## src/rtl/hconv_row_sequencer_if.sv

```systemverilog
// Stream-in, datapath and stream-out signals of the horizontal row sequencer.
// The master modport is the sequencer; the slave modport is its environment.
interface hconv_row_sequencer_if;
  logic [15:0] s_data;
  logic        s_valid;
  logic        s_ready;
  logic [15:0] hin;
  logic [1:0]  hrowend;
  logic        hclrbuffer;
  logic        step;
  logic [15:0] hout;
  logic [15:0] m_data;
  logic        m_valid;
  logic        m_last;

  modport master (
    input  s_data, s_valid, hout,
    output s_ready, hin, hrowend, hclrbuffer, step, m_data, m_valid, m_last
  );

  modport slave (
    output s_data, s_valid, hout,
    input  s_ready, hin, hrowend, hclrbuffer, step, m_data, m_valid, m_last
  );
endinterface

```

## src/rtl/hconv_row_sequencer.sv

```systemverilog
// Feeds rows of pixels into the horizontal Gaussian datapath with edge tags and
// inter-row flushes, and rebuilds a valid/last output stream from its result.
module hconv_row_sequencer #(
  parameter logic [15:0] IMG_W  = 16'd512,
  parameter logic [15:0] IMG_H  = 16'd512,
  parameter logic [15:0] DP_LAT = 16'd1043,
  parameter logic [7:0]  GAP    = 8'd4
) (
  input  logic                  clk,
  input  logic                  hres_n,
  input  logic                  start,
  input  logic                  abort,
  hconv_row_sequencer_if.master bus,
  output logic                  busy,
  output logic                  done,
  output logic                  err_underrun,
  output logic [15:0]           row_idx
);

  typedef enum logic [2:0] {S_IDLE, S_CLEAR, S_ROW, S_FLUSH, S_GAP, S_DONE} state_e;
  typedef enum logic [1:0] {O_IDLE, O_WAIT, O_EMIT} ostate_e;

  state_e      state_q, state_d;
  ostate_e     ost_q, ost_d;
  logic [15:0] col_q, col_d;
  logic [15:0] cnt_q, cnt_d;
  logic [15:0] row_q, row_d;
  logic        err_q, err_d;
  logic [15:0] hin_q, hin_d;
  logic [1:0]  tag_q, tag_d;
  logic        clr_q, clr_d;
  logic        step_q, step_d;
  logic [15:0] dly_q, dly_d;
  logic [15:0] ocol_q, ocol_d;
  logic [15:0] mdata_q, mdata_d;
  logic        mvalid_q, mvalid_d;
  logic        mlast_q, mlast_d;

  logic last_col;
  logic gap_end;
  logic w_one;

  assign last_col = (col_q == IMG_W - 16'd1);
  assign gap_end  = ({1'b0, cnt_q} + 17'd1) >= {9'd0, GAP};
  assign w_one    = (IMG_W == 16'd1);

  always_comb begin
    state_d  = state_q;
    ost_d    = ost_q;
    col_d    = col_q;
    cnt_d    = cnt_q;
    row_d    = row_q;
    err_d    = err_q;
    dly_d    = dly_q;
    ocol_d   = ocol_q;
    hin_d    = '0;
    tag_d    = 2'b00;
    clr_d    = 1'b0;
    step_d   = 1'b0;
    mdata_d  = '0;
    mvalid_d = 1'b0;
    mlast_d  = 1'b0;

    // Output side: a single delay counter is enough because FLUSH >= DP_LAT
    // keeps consecutive rows from overlapping at the datapath output.
    case (ost_q)
      O_WAIT: begin
        if (dly_q == DP_LAT) begin
          mvalid_d = 1'b1;
          mdata_d  = bus.hout;
          mlast_d  = w_one;
          ocol_d   = 16'd1;
          ost_d    = w_one ? O_IDLE : O_EMIT;
        end else begin
          dly_d = dly_q + 16'd1;
        end
      end
      O_EMIT: begin
        mvalid_d = 1'b1;
        mdata_d  = bus.hout;
        mlast_d  = (ocol_q == IMG_W - 16'd1);
        ocol_d   = ocol_q + 16'd1;
        if (ocol_q == IMG_W - 16'd1) ost_d = O_IDLE;
      end
      default: ;
    endcase

    case (state_q)
      S_IDLE: begin
        if (start && !abort) begin
          state_d = S_CLEAR;
          row_d   = '0;
          err_d   = 1'b0;
        end
      end
      S_CLEAR: begin
        clr_d = 1'b1;
        col_d = '0;
        if (bus.s_valid) state_d = S_ROW;
      end
      S_ROW: begin
        if (bus.s_valid) begin
          hin_d  = bus.s_data;
          step_d = 1'b1;
          tag_d  = last_col ? 2'b01 : 2'b11;
          col_d  = col_q + 16'd1;
          if (col_q == '0) begin
            ost_d = O_WAIT;
            dly_d = '0;
          end
          if (last_col) begin
            state_d = S_FLUSH;
            cnt_d   = '0;
          end
        end else begin
          err_d   = 1'b1;
          ost_d   = O_IDLE;
          state_d = S_CLEAR;
        end
      end
      S_FLUSH: begin
        cnt_d = cnt_q + 16'd1;
        if (cnt_q == DP_LAT - 16'd1) begin
          state_d = S_GAP;
          cnt_d   = '0;
        end
      end
      S_GAP: begin
        if (!gap_end) begin
          cnt_d = cnt_q + 16'd1;
        end else if (row_q < IMG_H - 16'd1) begin
          state_d = S_CLEAR;
          row_d   = row_q + 16'd1;
        end else if (ost_q == O_IDLE) begin
          // Last row: hold here until its final word has left, so done follows m_last.
          state_d = S_DONE;
        end
      end
      S_DONE:  state_d = S_IDLE;
      default: state_d = S_IDLE;
    endcase

    if (abort) begin
      state_d  = S_IDLE;
      ost_d    = O_IDLE;
      clr_d    = 1'b1;
      hin_d    = '0;
      tag_d    = 2'b00;
      step_d   = 1'b0;
      mdata_d  = '0;
      mvalid_d = 1'b0;
      mlast_d  = 1'b0;
    end
  end

  always_ff @(posedge clk or negedge hres_n) begin
    if (!hres_n) begin
      state_q  <= S_IDLE;
      ost_q    <= O_IDLE;
      col_q    <= '0;
      cnt_q    <= '0;
      row_q    <= '0;
      err_q    <= 1'b0;
      dly_q    <= '0;
      ocol_q   <= '0;
      hin_q    <= '0;
      tag_q    <= 2'b00;
      clr_q    <= 1'b0;
      step_q   <= 1'b0;
      mdata_q  <= '0;
      mvalid_q <= 1'b0;
      mlast_q  <= 1'b0;
    end else begin
      state_q  <= state_d;
      ost_q    <= ost_d;
      col_q    <= col_d;
      cnt_q    <= cnt_d;
      row_q    <= row_d;
      err_q    <= err_d;
      dly_q    <= dly_d;
      ocol_q   <= ocol_d;
      hin_q    <= hin_d;
      tag_q    <= tag_d;
      clr_q    <= clr_d;
      step_q   <= step_d;
      mdata_q  <= mdata_d;
      mvalid_q <= mvalid_d;
      mlast_q  <= mlast_d;
    end
  end

  assign bus.s_ready    = (state_q == S_ROW);
  assign bus.hin        = hin_q;
  assign bus.hrowend    = tag_q;
  assign bus.hclrbuffer = clr_q;
  assign bus.step       = step_q;
  assign bus.m_data     = mdata_q;
  assign bus.m_valid    = mvalid_q;
  assign bus.m_last     = mlast_q;
  assign busy           = (state_q != S_IDLE);
  assign done           = (state_q == S_DONE);
  assign err_underrun   = err_q;
  assign row_idx        = row_q;

endmodule

```

## src/flat_wrapper.sv

```systemverilog
// flat-port wrapper written by rule: the top's interface ports become plain ports
module hconv_row_sequencer_flat 
#(
  parameter logic [15:0] IMG_W  = 16'd512,
  parameter logic [15:0] IMG_H  = 16'd512,
  parameter logic [15:0] DP_LAT = 16'd1043,
  parameter logic [7:0]  GAP    = 8'd4
)
  (clk, hres_n, start, abort, busy, done, err_underrun, row_idx, bus_s_data, bus_s_valid, bus_hout, bus_s_ready, bus_hin, bus_hrowend, bus_hclrbuffer, bus_step, bus_m_data, bus_m_valid, bus_m_last);
  hconv_row_sequencer_if bus_i ();
  input  logic clk;
  input  logic hres_n;
  input  logic start;
  input  logic abort;
  output logic busy;
  output logic done;
  output logic err_underrun;
  output logic [15:0] row_idx;
  input wire logic [$bits(bus_i.s_data)-1:0] bus_s_data;
  input wire logic [$bits(bus_i.s_valid)-1:0] bus_s_valid;
  input wire logic [$bits(bus_i.hout)-1:0] bus_hout;
  output wire logic [$bits(bus_i.s_ready)-1:0] bus_s_ready;
  output wire logic [$bits(bus_i.hin)-1:0] bus_hin;
  output wire logic [$bits(bus_i.hrowend)-1:0] bus_hrowend;
  output wire logic [$bits(bus_i.hclrbuffer)-1:0] bus_hclrbuffer;
  output wire logic [$bits(bus_i.step)-1:0] bus_step;
  output wire logic [$bits(bus_i.m_data)-1:0] bus_m_data;
  output wire logic [$bits(bus_i.m_valid)-1:0] bus_m_valid;
  output wire logic [$bits(bus_i.m_last)-1:0] bus_m_last;
  assign bus_i.s_data = bus_s_data;
  assign bus_i.s_valid = bus_s_valid;
  assign bus_i.hout = bus_hout;
  assign bus_s_ready = bus_i.s_ready;
  assign bus_hin = bus_i.hin;
  assign bus_hrowend = bus_i.hrowend;
  assign bus_hclrbuffer = bus_i.hclrbuffer;
  assign bus_step = bus_i.step;
  assign bus_m_data = bus_i.m_data;
  assign bus_m_valid = bus_i.m_valid;
  assign bus_m_last = bus_i.m_last;
  hconv_row_sequencer #(.IMG_W(IMG_W), .IMG_H(IMG_H), .DP_LAT(DP_LAT), .GAP(GAP)) u_core (.clk(clk), .hres_n(hres_n), .start(start), .abort(abort), .bus(bus_i), .busy(busy), .done(done), .err_underrun(err_underrun), .row_idx(row_idx));
endmodule
```

## config.mk

```make
export PLATFORM = sky130hd
export DESIGN_NAME = hconv_row_sequencer_flat
export DESIGN_NICKNAME = d
export VERILOG_FILES = /design/src/rtl/hconv_row_sequencer_if.sv /design/src/rtl/hconv_row_sequencer.sv /design/src/flat_wrapper.sv
export SDC_FILE = /design/constraint.sdc
export NUM_CORES = 1
export LEC_CHECK = 0
export BUFFER_PORTS_ARGS = -buffer_cell sky130_fd_sc_hd__buf_4
export CAP_MARGIN = 30
export CORE_MARGIN = 3
export CORE_UTILIZATION = 62
export CTS_BUF_LIST = sky130_fd_sc_hd__clkbuf_16
export DETAILED_ROUTE_END_ITERATION = 6
export GPL_ROUTABILITY_DRIVEN = 1
export HOLD_SLACK_MARGIN = 0.02
export PLACE_DENSITY_LB_ADDON = 0.1
export SYNTH_ARGS = -nofsm -noshare
export SYNTH_HDL_FRONTEND = slang
export SYNTH_SLANG_ARGS = --single-unit
```

## constraint.sdc

```tcl
create_clock -name clk -period 4.41 [get_ports clk]
set_input_delay 1.1025 -clock clk [delete_from_list [all_inputs] [get_ports clk]]
set_output_delay 1.1025 -clock clk [all_outputs]
set_load 0.02 [all_outputs]
```

==> results of run 1 <==
-- metal layers --
metal / up-vias / part of all wire, % / global-route usage (%)
li1: 2440 / - / -
met1: 2503 / 41 / 35.1
met2: 158 / 52 / 45.8
met3: 25 / 5.1 / 7.71
met4: 0 / 1.5 / 10.3
met5: - / 0 / 0
-- synth_stat cells, types with 4 or more instances --
cell type	n	area share (%)
clkbuf_1	16	0.95
xor2_1	15	2.1
nor2_1	56	3.3
mux2i_1	4	0.63
nand4_1	18	1.8
inv_1	20	1.2
a32o_1	4	0.63
nand2_1	44	2.6
a21oi_1	17	1.3
and3_1	34	3.4
o21ai_1	4	0.32
and2_1	33	3.3
buf_2	15	1.2
nand3_1	26	2.1
xnor2_1	21	2.9
or2_2	4	0.40
nor3_1	17	1.3
or3_1	10	0.99
and4_1	7	0.97
o31ai_2	9	1.8
dfrtp_1	123	49
nor4_1	11	1.1
nor2b_1	5	0.50
o21ai_0	24	1.9
o211ai_1	5	0.60
a31oi_1	6	0.60
ha_1	10	2.0
-- flip-flops by register name (all words and copies together), names as in the netlist --
signal,count
u_core.dly_q,16
u_core.state_q,3
u_core.col_q,16
u_core.bus.m_data,16
u_core.err_underrun,1
u_core.cnt_q,16
u_core.row_idx,16
u_core.bus.hrowend,2
u_core.bus.hclrbuffer,1
u_core.bus.hin,16
u_core.bus.m_last,1
u_core.bus.m_valid,1
u_core.ost_q,2
u_core.ocol_q,16
-- kinds of logic after synthesis --
group	after synthesis
xor gates and xnor gates	36
AOI/OAI and AO/OA	110
adders and majority gates	10
DFF	123
muxes	6
buffers and inverters	55
and+or+nand+nor	294
-- per-stage QoR --
step                util (%)  total power [uW]
floorplan                  -              2250
global placement        71.8              2440
detailed placement      71.8              2500
CTS                     77.7              3850
global route            77.7              4060
finish                  77.7              3850
-- worst paths after layout --
path,start,depth (start not counted),to,slack [ns]
setup reg to reg,u_core.state_q[1],6,u_core.dly_q[15],1.52
max in group asynchronous,hres_n,2,u_core.bus.m_valid,2.80
setup / recovery,u_core.state_q[1],4,bus_s_ready,1.39
hold reg to reg,u_core.row_idx[13],1,u_core.row_idx[13],0.51
hold / removal,u_core.row_idx[13],1,u_core.row_idx[13],0.51
min in group asynchronous,hres_n,1,u_core.row_idx[13],0.82
-- cell type report --
class	instances	area (um^2)	area share, %
flip-flops and latches	123	3080	40.3
multi-input cells	456	2980	39.1
repair buffers	99	756	9.90
clock buffers	17	425	5.57
well taps	133	166	2.18
clock inverters	15	150	1.97
inverters	20	75.1	0.984
-- power by group through the flow --
stage	Combinational [uW]	Clock (uW)	Sequential (uW)
2_1_floorplan	794	0	1450
3_3_place_gp	840	0	1600
3_5_place_dp	876	0	1620
4_1_cts	885	1370	1600
5_1_grt	986	1430	1640
6_report	889	1350	1610
==> run metrics, run 1 <==
Design Area, Final 7630 um^2; DRT Wirelength 14800 um; Cell Pwr Density 505 nW/um^2; vias in the first global route 5077; Simple-Gate Fraction of Synth Area 26.3%; CP endpoint kind primary output; Syn Area/Cell 9.95 um^2; commonest non-fill, non-tap cell in the layout dfrtp_1; Switch Pwr 1350 uW; DPL Wire Length 10100 um; fillcell total 661; Die W 107 um; IO Count 95; number of flops mapped to enable cells by yosys 0; Pre-antenna DRT Iters 5; iteration-0 DRC count of the detailed router 378; highest clock rate 331 MHz; Netlist Area Pre-Place 6310 um^2; die footprint 11400 um^2; Int Power 2510 uW; critical path fanouts, max 28; Starting Density 64.2%; post-synthesis register bit count 123; cell family with most CP delay flip-flops; final setup margin 1.39 ns; Sequential Power Share 41.8%; GRT Residual Overflow 0; yosys warns 0; unrepaired setup endpoints after global routing false; XOR/XNOR share of the synthesized area 5.00%; Synth Area in Adders 1.98%; initial antenna violation count 0; via count 5126; Startpoint Class flip-flop; status completed; latest clock arrival within the worst-skew pair 0.42 ns; post-synthesis cell count 634; Gate power share 23.1%; Worst path max stage delay 0.80 ns; Final Non-Filler Cells 863; global-route wire length before repair 25000 um; Reg clk slew, reported paths 0.06 ns; Synthesized Nets 681; WP data required 3.31 ns; DRT antenna net count 0; Inst Count DP 830; Setup Total Neg Slack 0 ns; post-CTS sizing 0; routability cong. 0.893; multiplexer share of the synthesized area 1.03%; layout cell share with drive strength beyond 1 22.1%; max_cap viols 0; CTS tree done; Clock power frac 35.1%; Worst VDD drop 401 uV; post-route clock skew 0.00931 ns; Hold Path Class reg -> reg; cts bufs inserted 17; hold_ws 0.515 ns; Switching Fraction 35.0%; CP arrival 1.92 ns; final setup violation count 0; Site Rows 36; Fin. Hold Viols 0; crit-path cells and2b_1 > nand2b_1 > inv_1 > buf_4; Antenna diodes 0; CORE AREA 9820 um^2; post-synthesis sequential area ratio 48.8%; Worst Tran Pin Value 0.915 ns; CP Class reg -> out; commonest cells after routing, fill and taps aside dfrtp_1 (123), buf_4 (98), nor2_1 (56); post-synthesis compound-gate area fraction 13.0%; Static Leak 0.00361 uW; Final nets 764; Avg Vias per Cell 5.94; H-tree levels 4; CP max-delay cell dfrtp_1; main combinational cell family by area after synthesis simple AND/OR/NAND/NOR gates; DR WL/cell 17.1 um; area post-placement 7050 um^2; die height 107 um; post-route minimum period 3.02 ns; final slew viol count 0; pin count of the biggest net entering global routing 72; ys flop type dfrtp_1; port bufs 94; WP buf/inv 2; fin crit share 68.4%; DRC 0; hold buffer count at cts 0; asr flop ratio synth 100%; area grow syn2layout 21.0%; Setup WS pre-CTS 1.58 ns; post-CTS setup buffer count 0; post-synth cell types 74; clock root cell clkbuf_16; clk sinks 123; Max Root-Sink Buffers 2; Tot GR Track Use 27.8%; Slew HR 39.0%
(Power assumes the default switching activity.)
==> inputs of run 2 (changes only) <==
ABC_AREA = 1   (was unset)
CORE_UTILIZATION = 52   (was 62)
clock period = 2.7 ns   (was 4.41 ns; I/O delays follow)
==> run 2 against run 1 <==
Routed wire length grew 6.5%. Via count is 16% higher. First-iteration DRC count increased by 30%. Non-clock buffer count rose by 2. Worst hold slack got worse by 0.26 ns. Critical path type is now reg -> reg. Synthesized area grew 3.7%. Sequential cell count did not move. Highest routed layer unchanged. Largest power group is now the clock network. Global-route usage shrank 4.3 points. Power is 47% higher. Synthesized cell count increased by 36%.
==> run metrics, run 2 <==
Die W 118 um (+11%); latest clock arrival within the worst-skew pair 0.43 ns (about the same); global-route wire length before repair 26500 um (+6.1%); CP endpoint kind flip-flop; H-tree levels 4 (unchanged); Cell Pwr Density 705 nW/um^2 (+40%); DPL Wire Length 11100 um (+9.6%); Worst VDD drop 489 uV (+22%); DRT antenna net count 0 (unchanged); Startpoint Class flip-flop; Switch Pwr 1890 uW (+40%); Inst Count DP 1117 (+35%); area leader, netlist dfrtp_1; largest cells by area after synthesis dfrtp_1 (47%), nand2_1 (12%), inv_1 (7.3%), nor2_1 (6.6%), nand3_1 (4.7%); final slew viol count 0 (unchanged); routability cong. 0.906 (+1.5%); Hold Path Class in -> async; Gate power share 22.4% (-0.7 points); post-synthesis sequential area ratio 47.1% (-1.7 points); number of flops mapped to enable cells by yosys 0 (unchanged); Int Power 3770 uW (+50%); hold_ws 0.256 ns (-0.258 ns); Static Leak 0.00403 uW (+11%); Synth top area share 47.1% (-1.7 points); Worst Tran Pin Value 0.755 ns (-0.160 ns); Syn Area/Cell 7.56 um^2 (-24%); Avg Vias per Cell 5.19 (-13%); IO Count 95 (unchanged); post-synthesis register bit count 123 (unchanged); DR WL/cell 13.7 um (-20%); hold buffer count at cts 0 (unchanged); status completed; Slew HR 49.7% (+11 points); via count 5949 (+16%); post-CTS setup buffer count 0 (unchanged); final setup violation count 0 (unchanged); Setup Total Neg Slack 0 ns (unchanged); ys flop type dfrtp_1; post-synth cell types 37 (-50%); fin crit share 85.3%; post-synthesis cell count 865 (+36%); initial antenna violation count 0 (unchanged); max_cap viols 0 (unchanged); commonest non-fill, non-tap cell in the layout nand2_1; area grow syn2layout 22.7%; Site Rows 40 (+11%); Synthesized Nets 912 (+34%); Final nets 1015 (+33%); Reg clk slew, reported paths 0.06 ns (about the same); Tot GR Track Use 23.4% (-4.3 points); CP Class reg -> reg; CP arrival 2.62 ns (+0.70 ns); post-route minimum period 2.30 ns; vias in the first global route 5522 (+8.8%); commonest cells after routing, fill and taps aside nand2_1 (202), inv_1 (127), dfrtp_1 (123); clock root cell clkbuf_16; asr flop ratio synth 100% (unchanged); layout cell share with drive strength beyond 1 15.3% (-6.7 points); post-CTS sizing 0 (unchanged); Antenna diodes 0 (unchanged); critical path fanouts, max 13 (-54%); Starting Density 53.8% (-10 points); post-route clock skew 0.00941 ns (+0.000102 ns); r2r setup slk 0.40 ns (-1.12 ns); most common cell in the netlist nand2_1; clk sinks 123 (unchanged); Clock power frac 39.1% (+4.0 points); CORE AREA 12200 um^2 (+24%); Fin. Hold Viols 0 (unchanged); DRT Wirelength 15700 um (+6.5%); die footprint 14000 um^2 (+22%); CTS tree done; unrepaired setup endpoints after global routing false; highest clock rate 434 MHz; synth cell count leaders nand2_1 (202), inv_1 (127), dfrtp_1 (123), nor2_1 (115), nand3_1 (62); Pre-antenna DRT Iters 6 (+1); Sequential Power Share 38.5% (-3.3 points); iteration-0 DRC count of the detailed router 493 (+30%); die height 118 um (+11%); Max Root-Sink Buffers 2 (unchanged); GRT Residual Overflow 0 (unchanged); cts bufs inserted 17 (unchanged); WP data required 3.02 ns (-0.29 ns); Switching Fraction 33.4% (-1.6 points); pin count of the biggest net entering global routing 45 (-38%); Final Non-Filler Cells 1147 (+33%); port bufs 94 (unchanged); yosys warns 0 (unchanged); Netlist Area Pre-Place 6540 um^2 (+3.7%); DRC 0 (unchanged)
run 2: per-stage QoR:
stage          setup WS (ns)  utilization (%)  power (uW)  area (um^2)
2_1_floorplan          0.816                -        3070         6540
3_3_place_gp           0.513             61.3        3450         7450
3_5_place_dp           0.481             61.3        3460         7450
4_1_cts                0.407             66.0        5690         8020
5_1_grt                0.152             66.0        5970         8020
6_report               0.398             66.0        5660         8020
run 2: path summary, 6_finish.rpt:
| path | cells after the start | from | endpoint |
|---|---|---|---|
| setup reg to reg | 11 | u_core.state_q[2] | u_core.col_q[10] |
| max in group asynchronous | 2 | hres_n | u_core.state_q[0] |
| min in group clk | 3 | bus_hout[0] | u_core.bus.m_data[0] |
| setup / recovery | 11 | u_core.state_q[2] | u_core.col_q[10] |
| hold / removal | 1 | hres_n | u_core.ocol_q[13] |
| hold reg to reg | 2 | u_core.cnt_q[15] | u_core.cnt_q[15] |
run 2: power groups by stage:
stage          registers (uW)  logic [uW]  clock network, uW
5_1_grt                  2200        1440               2330
4_1_cts                  2170        1270               2240
6_report                 2180        1270               2210
3_5_place_dp             2200        1260                  0
3_3_place_gp             2200        1250                  0
2_1_floorplan            2190         879                  0
run 2: cell type report:
class | instances | area [um^2]
multi-input combinational | 594 | 2890
sequential | 123 | 3080
tap | 168 | 210
fill | 1064 | 4140
clock inverter | 13 | 146
timing repair buffer | 101 | 783
clock buffer | 17 | 425
inverter | 131 | 492
run 2: routing by layer:
layer  up-vias  track usage (%)  part of all wire (%)  wire length (um)
met4         0             9.01                   1.9               293
met3        20             5.65                   4.8               752
met1      2794             30.5                    45              7040
met5         -                0                     0                 0
met2       136             37.9                    49              7650
li1       2999                -                     -                 -
run 2: kinds of logic after synthesis:
group,after synthesis,share of synthesized area (%)
compound gates,86,7.23
flops,123,47.1
fa+ha+maj,10,1.91
simple gates,481,32.7
xor+xnor,17,2.28
buf+inv,148,8.78
run 2: worst max-delay path, cell delays in order (launching register included):
cell	delay, ns
dfrtp_1	0.40
inv_2	0.12
nand2_1	0.10
nor2_4	0.22
nand2_1	0.12
nand2_1	0.31
nand2_1	0.09
nor2_1	0.21
nand4_1	0.18
nor2_1	0.20
nand2_1	0.07
and3_1	0.17
